File: config.mk
export PLATFORM = sky130hd
export DESIGN_NAME = lenet_layer_sched_flat
export DESIGN_NICKNAME = d
export VERILOG_FILES = /design/src/rtl/lenet_pkg.sv /design/src/rtl/lenet_layer_sched_if.sv /design/src/rtl/bram_port_mux.sv /design/src/rtl/lenet_layer_sched.sv /design/src/flat_wrapper.sv
export SDC_FILE = /design/constraint.sdc
export NUM_CORES = 1
export LEC_CHECK = 0
export ABC_CLOCK_PERIOD_IN_PS = 2480
export BUFFER_PORTS_ARGS = -buffer_cell sky130_fd_sc_hd__buf_2
export CAP_MARGIN = 20
export CORE_MARGIN = 3
export CORE_UTILIZATION = 36
export CTS_BUF_LIST = sky130_fd_sc_hd__clkbuf_16
export CTS_CLUSTER_DIAMETER = 150
export CTS_CLUSTER_SIZE = 24
export DETAILED_ROUTE_END_ITERATION = 7
export PLACE_DENSITY = 0.82
export SYNTH_ARGS = -nofsm -noshare
export SYNTH_HDL_FRONTEND = slang
export SYNTH_SLANG_ARGS = --single-unit
File: constraint.sdc
create_clock -name clk -period 2.48 [get_ports clk]
set_input_delay 0.372 -clock clk [delete_from_list [all_inputs] [get_ports clk]]
set_output_delay 0.372 -clock clk [all_outputs]
set_load 0.01 [all_outputs]
File: src/rtl/lenet_pkg.sv
// -----------------------------------------------------------------------------
// lenet_pkg
// Shared definitions for the LeNet accelerator: default BRAM bus widths, the
// layer index constants (engine order) and the scheduler state encoding.
// No ports.
// -----------------------------------------------------------------------------
package lenet_pkg;

    localparam int ADDR_W_DEF = 15;
    localparam int DATA_W_DEF = 8;

    // Engine indices, in execution order.
    localparam int L_CONV1 = 0;
    localparam int L_POOL1 = 1;
    localparam int L_CONV2 = 2;
    localparam int L_POOL2 = 3;
    localparam int L_FC    = 4;

    localparam int N_LAYERS_DEF = L_FC + 1;

    // One-hot scheduler states.
    typedef enum logic [3:0] {
        S_IDLE   = 4'b0001,
        S_LAUNCH = 4'b0010,
        S_RUN    = 4'b0100,
        S_DONE   = 4'b1000
    } sched_state_t;

endpackage

File: src/rtl/lenet_layer_sched_if.sv
// -----------------------------------------------------------------------------
// lenet_layer_sched_if
// Bundle between host/engine array and the layer scheduler.
//   control : start (in), busy/done/cur_layer/timeout_err (out)
//   engines : layer_en (out), layer_finish, eng_ena/eng_wea/eng_addra/eng_dina (in)
//   host    : host_ena/host_wea/host_addra/host_dina (in)
//   bram    : bram_ena/bram_wea/bram_addra/bram_dina (out, single shared port)
// Modport slave = scheduler side, master = host/engine side.
// -----------------------------------------------------------------------------
interface lenet_layer_sched_if #(
    parameter int N_LAYERS = 5,
    parameter int ADDR_W   = 15,
    parameter int DATA_W   = 8
);
    localparam int CUR_W = (N_LAYERS > 1) ? $clog2(N_LAYERS) : 1;

    logic                         start;
    logic                         busy;
    logic                         done;
    logic [CUR_W-1:0]             cur_layer;
    logic                         timeout_err;

    logic [N_LAYERS-1:0]          layer_en;
    logic [N_LAYERS-1:0]          layer_finish;
    logic [N_LAYERS-1:0]          eng_ena;
    logic [N_LAYERS-1:0]          eng_wea;
    logic [N_LAYERS*ADDR_W-1:0]   eng_addra;
    logic [N_LAYERS*DATA_W-1:0]   eng_dina;

    logic                         host_ena;
    logic                         host_wea;
    logic [ADDR_W-1:0]            host_addra;
    logic [DATA_W-1:0]            host_dina;

    logic                         bram_ena;
    logic                         bram_wea;
    logic [ADDR_W-1:0]            bram_addra;
    logic [DATA_W-1:0]            bram_dina;

    modport slave (
        input  start, layer_finish, eng_ena, eng_wea, eng_addra, eng_dina,
               host_ena, host_wea, host_addra, host_dina,
        output busy, done, cur_layer, timeout_err, layer_en,
               bram_ena, bram_wea, bram_addra, bram_dina
    );

    modport master (
        output start, layer_finish, eng_ena, eng_wea, eng_addra, eng_dina,
               host_ena, host_wea, host_addra, host_dina,
        input  busy, done, cur_layer, timeout_err, layer_en,
               bram_ena, bram_wea, bram_addra, bram_dina
    );

endinterface

File: src/rtl/bram_port_mux.sv
// -----------------------------------------------------------------------------
// bram_port_mux
// Purely combinational select for the shared result BRAM port: picks engine
// i_cur out of the packed engine buses when i_eng_sel is high, otherwise the
// host bus. Zero latency so engine read timing is unchanged.
//   i_eng_sel            : 1 = engine owns the port, 0 = host
//   i_cur                : active engine index
//   i_eng_*              : packed engine buses, engine i at [i*W +: W]
//   i_host_*             : host bus
//   o_ena/o_wea/o_addra/o_dina : BRAM port
// -----------------------------------------------------------------------------
module bram_port_mux
    import lenet_pkg::*;
#(
    parameter int N_LAYERS = N_LAYERS_DEF,
    parameter int ADDR_W   = ADDR_W_DEF,
    parameter int DATA_W   = DATA_W_DEF,
    parameter int CUR_W    = (N_LAYERS > 1) ? $clog2(N_LAYERS) : 1
) (
    input  logic                       i_eng_sel,
    input  logic [CUR_W-1:0]           i_cur,
    input  logic [N_LAYERS-1:0]        i_eng_ena,
    input  logic [N_LAYERS-1:0]        i_eng_wea,
    input  logic [N_LAYERS*ADDR_W-1:0] i_eng_addra,
    input  logic [N_LAYERS*DATA_W-1:0] i_eng_dina,
    input  logic                       i_host_ena,
    input  logic                       i_host_wea,
    input  logic [ADDR_W-1:0]          i_host_addra,
    input  logic [DATA_W-1:0]          i_host_dina,
    output logic                       o_ena,
    output logic                       o_wea,
    output logic [ADDR_W-1:0]          o_addra,
    output logic [DATA_W-1:0]          o_dina
);

    logic              w_eng_ena;
    logic              w_eng_wea;
    logic [ADDR_W-1:0] w_eng_addra;
    logic [DATA_W-1:0] w_eng_dina;

    always_comb begin
        // NOTE: every output of a combinational block gets a default first, so
        // no path leaves it unassigned and no latch is inferred.
        w_eng_ena   = 1'b0;
        w_eng_wea   = 1'b0;
        w_eng_addra = '0;
        w_eng_dina  = '0;
        for (int i = 0; i < N_LAYERS; i++) begin
            if (i_cur == CUR_W'(i)) begin
                w_eng_ena   = i_eng_ena[i];
                w_eng_wea   = i_eng_wea[i];
                w_eng_addra = i_eng_addra[i*ADDR_W +: ADDR_W];
                w_eng_dina  = i_eng_dina[i*DATA_W +: DATA_W];
            end
        end
    end

    assign o_ena   = i_eng_sel ? w_eng_ena   : i_host_ena;
    assign o_wea   = i_eng_sel ? w_eng_wea   : i_host_wea;
    assign o_addra = i_eng_sel ? w_eng_addra : i_host_addra;
    assign o_dina  = i_eng_sel ? w_eng_dina  : i_host_dina;

endmodule

File: src/rtl/lenet_layer_sched.sv
// -----------------------------------------------------------------------------
// lenet_layer_sched
// Runs the layer engines 0..N_LAYERS-1 in order through their en/finish
// handshake and owns the shared result BRAM port (engine when busy, host when
// idle).
//   clk, rst : system clock, synchronous active-high reset
//   bus      : lenet_layer_sched_if.slave (control, engine, host, BRAM signals)
// Optional feature, macro LAYER_TIMEOUT_EN: per-layer watchdog of
// TIMEOUT_CYCLES RUN cycles; on expiry timeout_err is set (sticky until rst or
// the next start), the engine is dropped and the scheduler returns to IDLE
// without a done pulse. Without the macro timeout_err is tied low.
// -----------------------------------------------------------------------------
module lenet_layer_sched
    import lenet_pkg::*;
#(
    parameter int N_LAYERS       = N_LAYERS_DEF,
    parameter int ADDR_W         = ADDR_W_DEF,
    parameter int DATA_W         = DATA_W_DEF,
    parameter int TIMEOUT_CYCLES = 2000000
) (
    input logic               clk,
    input logic               rst,
    lenet_layer_sched_if.slave bus
);

    localparam int CUR_W = (N_LAYERS > 1) ? $clog2(N_LAYERS) : 1;
    localparam logic [CUR_W-1:0] LAST_LAYER = CUR_W'(N_LAYERS - 1);

    sched_state_t        r_state;
    sched_state_t        w_state_next;
    logic [CUR_W-1:0]    r_cur;

    logic [N_LAYERS-1:0] w_cur_onehot;
    logic                w_cur_finish;
    logic                w_cur_last;
    logic                w_timeout;

    logic [N_LAYERS-1:0] w_layer_en;
    logic                w_busy;
    logic                w_done;
    logic                w_eng_sel;
    logic                w_mux_ena;
    logic                w_mux_wea;

    assign w_cur_onehot = N_LAYERS'(1) << r_cur;
    // Finish bits of the non-current engines are masked off here.
    assign w_cur_finish = |(bus.layer_finish & w_cur_onehot);
    assign w_cur_last   = (r_cur == LAST_LAYER);

    // ---------------------------------------------------------------- state
    always_ff @(posedge clk) begin
        // NOTE: sequential state uses non-blocking assignments so every
        // register samples the pre-edge values, independent of statement order.
        if (rst) begin
            r_state <= S_IDLE;
            r_cur   <= '0;
        end else begin
            r_state <= w_state_next;
            if (w_state_next == S_IDLE) begin
                r_cur <= '0;
            end else if (r_state == S_RUN && w_cur_finish && !w_cur_last) begin
                r_cur <= r_cur + 1'b1;
            end
        end
    end

    // ----------------------------------------------------------- next state
    always_comb begin
        w_state_next = r_state;
        case (r_state)
            S_IDLE:   if (bus.start) w_state_next = S_LAUNCH;
            // LAUNCH never looks at finish: a stale finish from the previous
            // run is cleared by the engine while en is held high here.
            S_LAUNCH: w_state_next = S_RUN;
            S_RUN: begin
                if (w_cur_finish) begin
                    w_state_next = w_cur_last ? S_DONE : S_LAUNCH;
                end else if (w_timeout) begin
                    w_state_next = S_IDLE;
                end
            end
            S_DONE:   w_state_next = S_IDLE;
            default:  w_state_next = S_IDLE;
        endcase
    end

    // -------------------------------------------------------------- outputs
    always_comb begin
        w_layer_en = '0;
        w_busy     = 1'b0;
        w_done     = 1'b0;
        w_eng_sel  = 1'b0;
        case (r_state)
            S_LAUNCH: begin
                w_layer_en = w_cur_onehot;
                w_busy     = 1'b1;
                w_eng_sel  = 1'b1;
            end
            S_RUN: begin
                // Combinational drop: en is already low on the edge where the
                // engine's finish is first seen, so it parks instead of restarting.
                w_layer_en = (w_cur_finish || w_timeout) ? '0 : w_cur_onehot;
                w_busy     = 1'b1;
                w_eng_sel  = 1'b1;
            end
            S_DONE: begin
                w_busy = 1'b1;
                w_done = 1'b1;
            end
            default: ;
        endcase
    end

    // ------------------------------------------------------------- watchdog
`ifdef LAYER_TIMEOUT_EN
    localparam int CNT_W = $clog2(TIMEOUT_CYCLES + 1);

    logic [CNT_W-1:0] r_cnt;
    logic             r_timeout_err;

    always_ff @(posedge clk) begin
        if (rst) begin
            r_cnt         <= '0;
            r_timeout_err <= 1'b0;
        end else begin
            if (r_state == S_LAUNCH) begin
                r_cnt <= '0;
            end else if (r_state == S_RUN) begin
                r_cnt <= r_cnt + 1'b1;
            end
            if (w_timeout) begin
                r_timeout_err <= 1'b1;
            end else if (r_state == S_IDLE && bus.start) begin
                r_timeout_err <= 1'b0;
            end
        end
    end

    // Fires in the TIMEOUT_CYCLES-th RUN cycle of a layer; a finish in the
    // same cycle wins.
    assign w_timeout       = (r_state == S_RUN) && !w_cur_finish &&
                             (r_cnt == CNT_W'(TIMEOUT_CYCLES - 1));
    assign bus.timeout_err = r_timeout_err;
`else
    assign w_timeout       = 1'b0;
    assign bus.timeout_err = 1'b0;
`endif

    // ------------------------------------------------------------- BRAM mux
    bram_port_mux #(
        .N_LAYERS (N_LAYERS),
        .ADDR_W   (ADDR_W),
        .DATA_W   (DATA_W),
        .CUR_W    (CUR_W)
    ) u_mux (
        .i_eng_sel    (w_eng_sel),
        .i_cur        (r_cur),
        .i_eng_ena    (bus.eng_ena),
        .i_eng_wea    (bus.eng_wea),
        .i_eng_addra  (bus.eng_addra),
        .i_eng_dina   (bus.eng_dina),
        .i_host_ena   (bus.host_ena),
        .i_host_wea   (bus.host_wea),
        .i_host_addra (bus.host_addra),
        .i_host_dina  (bus.host_dina),
        .o_ena        (w_mux_ena),
        .o_wea        (w_mux_wea),
        .o_addra      (bus.bram_addra),
        .o_dina       (bus.bram_dina)
    );

    // Reset blocks any BRAM access regardless of what the mux selects.
    assign bus.bram_ena  = w_mux_ena & ~rst;
    assign bus.bram_wea  = w_mux_wea & ~rst;

    assign bus.layer_en  = w_layer_en;
    assign bus.busy      = w_busy;
    assign bus.done      = w_done;
    assign bus.cur_layer = r_cur;

endmodule

File: src/flat_wrapper.sv
// flat-port wrapper written by rule: the top's interface ports become plain ports
module lenet_layer_sched_flat import lenet_pkg::*;
#(
    parameter int N_LAYERS       = N_LAYERS_DEF,
    parameter int ADDR_W         = ADDR_W_DEF,
    parameter int DATA_W         = DATA_W_DEF,
    parameter int TIMEOUT_CYCLES = 2000000
)
  (clk, rst, bus_start, bus_layer_finish, bus_eng_ena, bus_eng_wea, bus_eng_addra, bus_eng_dina, bus_host_ena, bus_host_wea, bus_host_addra, bus_host_dina, bus_busy, bus_done, bus_cur_layer, bus_timeout_err, bus_layer_en, bus_bram_ena, bus_bram_wea, bus_bram_addra, bus_bram_dina);
  lenet_layer_sched_if #(.N_LAYERS(N_LAYERS), .ADDR_W(ADDR_W), .DATA_W(DATA_W)) bus_i ();
  input logic clk;
  input logic rst;
  input wire logic [$bits(bus_i.start)-1:0] bus_start;
  input wire logic [$bits(bus_i.layer_finish)-1:0] bus_layer_finish;
  input wire logic [$bits(bus_i.eng_ena)-1:0] bus_eng_ena;
  input wire logic [$bits(bus_i.eng_wea)-1:0] bus_eng_wea;
  input wire logic [$bits(bus_i.eng_addra)-1:0] bus_eng_addra;
  input wire logic [$bits(bus_i.eng_dina)-1:0] bus_eng_dina;
  input wire logic [$bits(bus_i.host_ena)-1:0] bus_host_ena;
  input wire logic [$bits(bus_i.host_wea)-1:0] bus_host_wea;
  input wire logic [$bits(bus_i.host_addra)-1:0] bus_host_addra;
  input wire logic [$bits(bus_i.host_dina)-1:0] bus_host_dina;
  output wire logic [$bits(bus_i.busy)-1:0] bus_busy;
  output wire logic [$bits(bus_i.done)-1:0] bus_done;
  output wire logic [$bits(bus_i.cur_layer)-1:0] bus_cur_layer;
  output wire logic [$bits(bus_i.timeout_err)-1:0] bus_timeout_err;
  output wire logic [$bits(bus_i.layer_en)-1:0] bus_layer_en;
  output wire logic [$bits(bus_i.bram_ena)-1:0] bus_bram_ena;
  output wire logic [$bits(bus_i.bram_wea)-1:0] bus_bram_wea;
  output wire logic [$bits(bus_i.bram_addra)-1:0] bus_bram_addra;
  output wire logic [$bits(bus_i.bram_dina)-1:0] bus_bram_dina;
  assign bus_i.start = bus_start;
  assign bus_i.layer_finish = bus_layer_finish;
  assign bus_i.eng_ena = bus_eng_ena;
  assign bus_i.eng_wea = bus_eng_wea;
  assign bus_i.eng_addra = bus_eng_addra;
  assign bus_i.eng_dina = bus_eng_dina;
  assign bus_i.host_ena = bus_host_ena;
  assign bus_i.host_wea = bus_host_wea;
  assign bus_i.host_addra = bus_host_addra;
  assign bus_i.host_dina = bus_host_dina;
  assign bus_busy = bus_i.busy;
  assign bus_done = bus_i.done;
  assign bus_cur_layer = bus_i.cur_layer;
  assign bus_timeout_err = bus_i.timeout_err;
  assign bus_layer_en = bus_i.layer_en;
  assign bus_bram_ena = bus_i.bram_ena;
  assign bus_bram_wea = bus_i.bram_wea;
  assign bus_bram_addra = bus_i.bram_addra;
  assign bus_bram_dina = bus_i.bram_dina;
  lenet_layer_sched #(.N_LAYERS(N_LAYERS), .ADDR_W(ADDR_W), .DATA_W(DATA_W), .TIMEOUT_CYCLES(TIMEOUT_CYCLES)) u_core (.clk(clk), .rst(rst), .bus(bus_i));
endmodule
==> out/summary.txt <==
Max-Cap Viols - 0
Final Wtd Congestion - 0.856
pin count of the biggest net entering global routing - 36
die width - 77.5 um
hold crit path type - in -> reg
CTS buffer count - 3
Req. time, crit path - 2.11 ns
main flop type after synthesis - dfxtp_1
Vias - 2909
most frequent cells in the layout - buf_2, nand2_1, nor2_1, a21oi_1
sequential power share - 17.6%
Fmax - 415 MHz
core area - 0.00482 mm2
Post-Syn Area - 0.00184 mm2
Power Dens Cells - 220 mW/mm2
critical path type - reg -> out
min setup slack post-route - 0.0680 ns
num ports - 194
CP Launch Type - flip-flop
ANT nets after route - 0
Synth area leaders - o221ai_1, nand2_1, a21o_1, nand3b_1, a31oi_1
clk sink count - 7
CTS tree - yes
IO buf count - 192
Min Hold Slack - 0.392 ns
crit-path max FO - 6
Pint - 481 uW
1st-pass router iterations - 4
Place WS - 0.131 ns
Layout area overhead - 64.1%
starting density of the core - 38.2%
grt total ovfl - 0
Avg WL per Cell - 15.4 um
Sw Ratio - 27.6%
period utilization - 97.3%
Cells after Synth - 288
outcome - completed
Max Clock Skew - 0.000964 ns
endpoints failing setup - 0
most common cell after layout, fill and taps aside - buf_2
Yosys reg bits - 7
final hold vios - 0
Max VDD drop - 0.000420 V
Post-synth EDFFs - 0
Worst-path clk slew - 0.04 ns
Net Sw Power - 183 uW
Final Max Tran Viols - 0
first-pass GRT wire length - 13.0 mm
Yosys top cell area share - 11.9%
root buffer cell - clkbuf_16
Longest Clk Path Bufs - 2
Total Die Area - 0.00600 mm2
die height - 77.5 um
leak pwr - 0.00164 uW
Worst EP arrival - 2.04 ns
register area share after synthesis - 7.62%
syn_area_per_cell - 6.38 um2
H-tree level count - 1
Final Critical Period - 2.41 ns
count of cell types in the netlist - 39
post-synth top area cell - o221ai_1
share of layout cells above drive strength 1 - 49.1%
final wirelength - 8.29 mm
Async S/R FF share, synth - 0%
drt drc - 0
Post-CTS Setup Bufs - 0
Layout Nets - 634
1st-iter DRT viols - 123
total track usage - 25.9%
routed vias/inst - 5.42
HPWL Detailed - 6.69 mm
Comb power frac - 41.9%
clk_lat worst skew - 0.23 ns
vias in the first global route - 2861
ANT cells - 0
initial antenna violation count - 0
Post-Route Setup TNS - 0 ns
Synth warnings - 0
Synth Net Count - 451
std cell rows - 25
Clk pwr share - 40.5%
crit end category - output port
[state kept, by name (all words and copies together), names as in the netlist]
register	count
u_core.r_state	4
u_core.bus.cur_layer	3
[layer usage]
layer | GRT usage, % | wire (um) | share of wire (%) | vias up
li1 | - | - | - | 1430
met1 | 30.3 | 3230 | 39 | 1301
met5 | 0 | 0 | 0 | -
met3 | 3.36 | 648 | 7.8 | 20
met2 | 48.4 | 4210 | 51 | 158
met4 | 7.83 | 199 | 2.4 | 0
[final cells by class]
cell class                 count  area (um2)
clock buffer                   3        75.1
sequential                     7         148
multi-input combinational    245        1560
timing repair buffer         209        1120
tap                           67        83.8
inverter                       5        18.8
fill                         478        1800
clock inverter                 1        3.75
[power groups by stage]
stage | clock network (uW) | registers [uW] | logic, uW
floorplan | 0 | 120 | 110
global placement | 0 | 120 | 273
detailed placement | 0 | 121 | 277
CTS | 272 | 119 | 278
global route | 280 | 117 | 309
finish | 269 | 117 | 278
[worst max-delay path, stage by stage (launching register included)]
cell and delay [ns]:
dfxtp_4 0.36, inv_1 0.08, ha_2 0.20, a22oi_1 0.25, o2bb2ai_2 0.15, o32a_4 0.44, nor3b_2 0.18, buf_2 0.15
[through the flow]
step	area, um2	total power, uW	util [%]	std cells
5_1_grt	3020	706	62.6	537
3_5_place_dp	2880	397	59.8	533
3_3_place_gp	2880	393	59.8	533
6_report	3020	665	62.6	537
2_1_floorplan	1840	230	-	288
4_1_cts	2960	669	61.5	537
[final timing paths]
| kind | from | to | slack [ns] | depth (start not counted) |
|---|---|---|---|---|
| max | u_core.bus.cur_layer[1]$_SDFFE_PP0P_ | bus_layer_en[1] | 0.07 | 7 |
| min | rst | u_core.r_state[1]$_SDFF_PP0_ | 0.39 | 2 |
| max reg2reg | u_core.bus.cur_layer[1]$_SDFFE_PP0P_ | u_core.bus.cur_layer[0]$_SDFFE_PP0P_ | 0.76 | 7 |
| min reg2reg | u_core.bus.cur_layer[2]$_SDFFE_PP0P_ | u_core.bus.cur_layer[2]$_SDFFE_PP0P_ | 0.50 | 2 |
[synthesized netlist by cell type, types with 3 or more instances]
| library cell | number |
|---|---|
| dfxtp_1 | 7 |
| buf_2 | 5 |
| buf_6 | 3 |
| a21oi_1 | 26 |
| nand2_1 | 53 |
| nor2_1 | 29 |
| clkbuf_1 | 22 |
| nand3_1 | 4 |
| a21o_1 | 25 |
| nand3b_1 | 25 |
| inv_1 | 4 |
| o221ai_1 | 25 |
| ha_1 | 5 |
| nor3b_2 | 3 |
| a31oi_1 | 23 |
[logic make-up (layout without fill, tap and decap cells)]
family	count (synthesis)	count (layout)	synth area share (%)
multiplexers	2	2	1.09
buffers and inverters	36	218	9.12
XOR/XNOR	1	1	0.477
AO/OA/AOI/OAI	110	110	43.0
flip-flops	7	7	7.62
adder cells (fa/ha/maj)	5	5	3.40
other	1	1	0.204
AND/OR/NAND/NOR	126	126	35.1
[repair_timing]
item,4_1_cts,5_1_grt
hold buffers,0,0
pin swaps,0,4
endpoints found under the setup margin,11,24
resized for setup,2,15
Note: power is estimated with default switching activity, not from simulation.
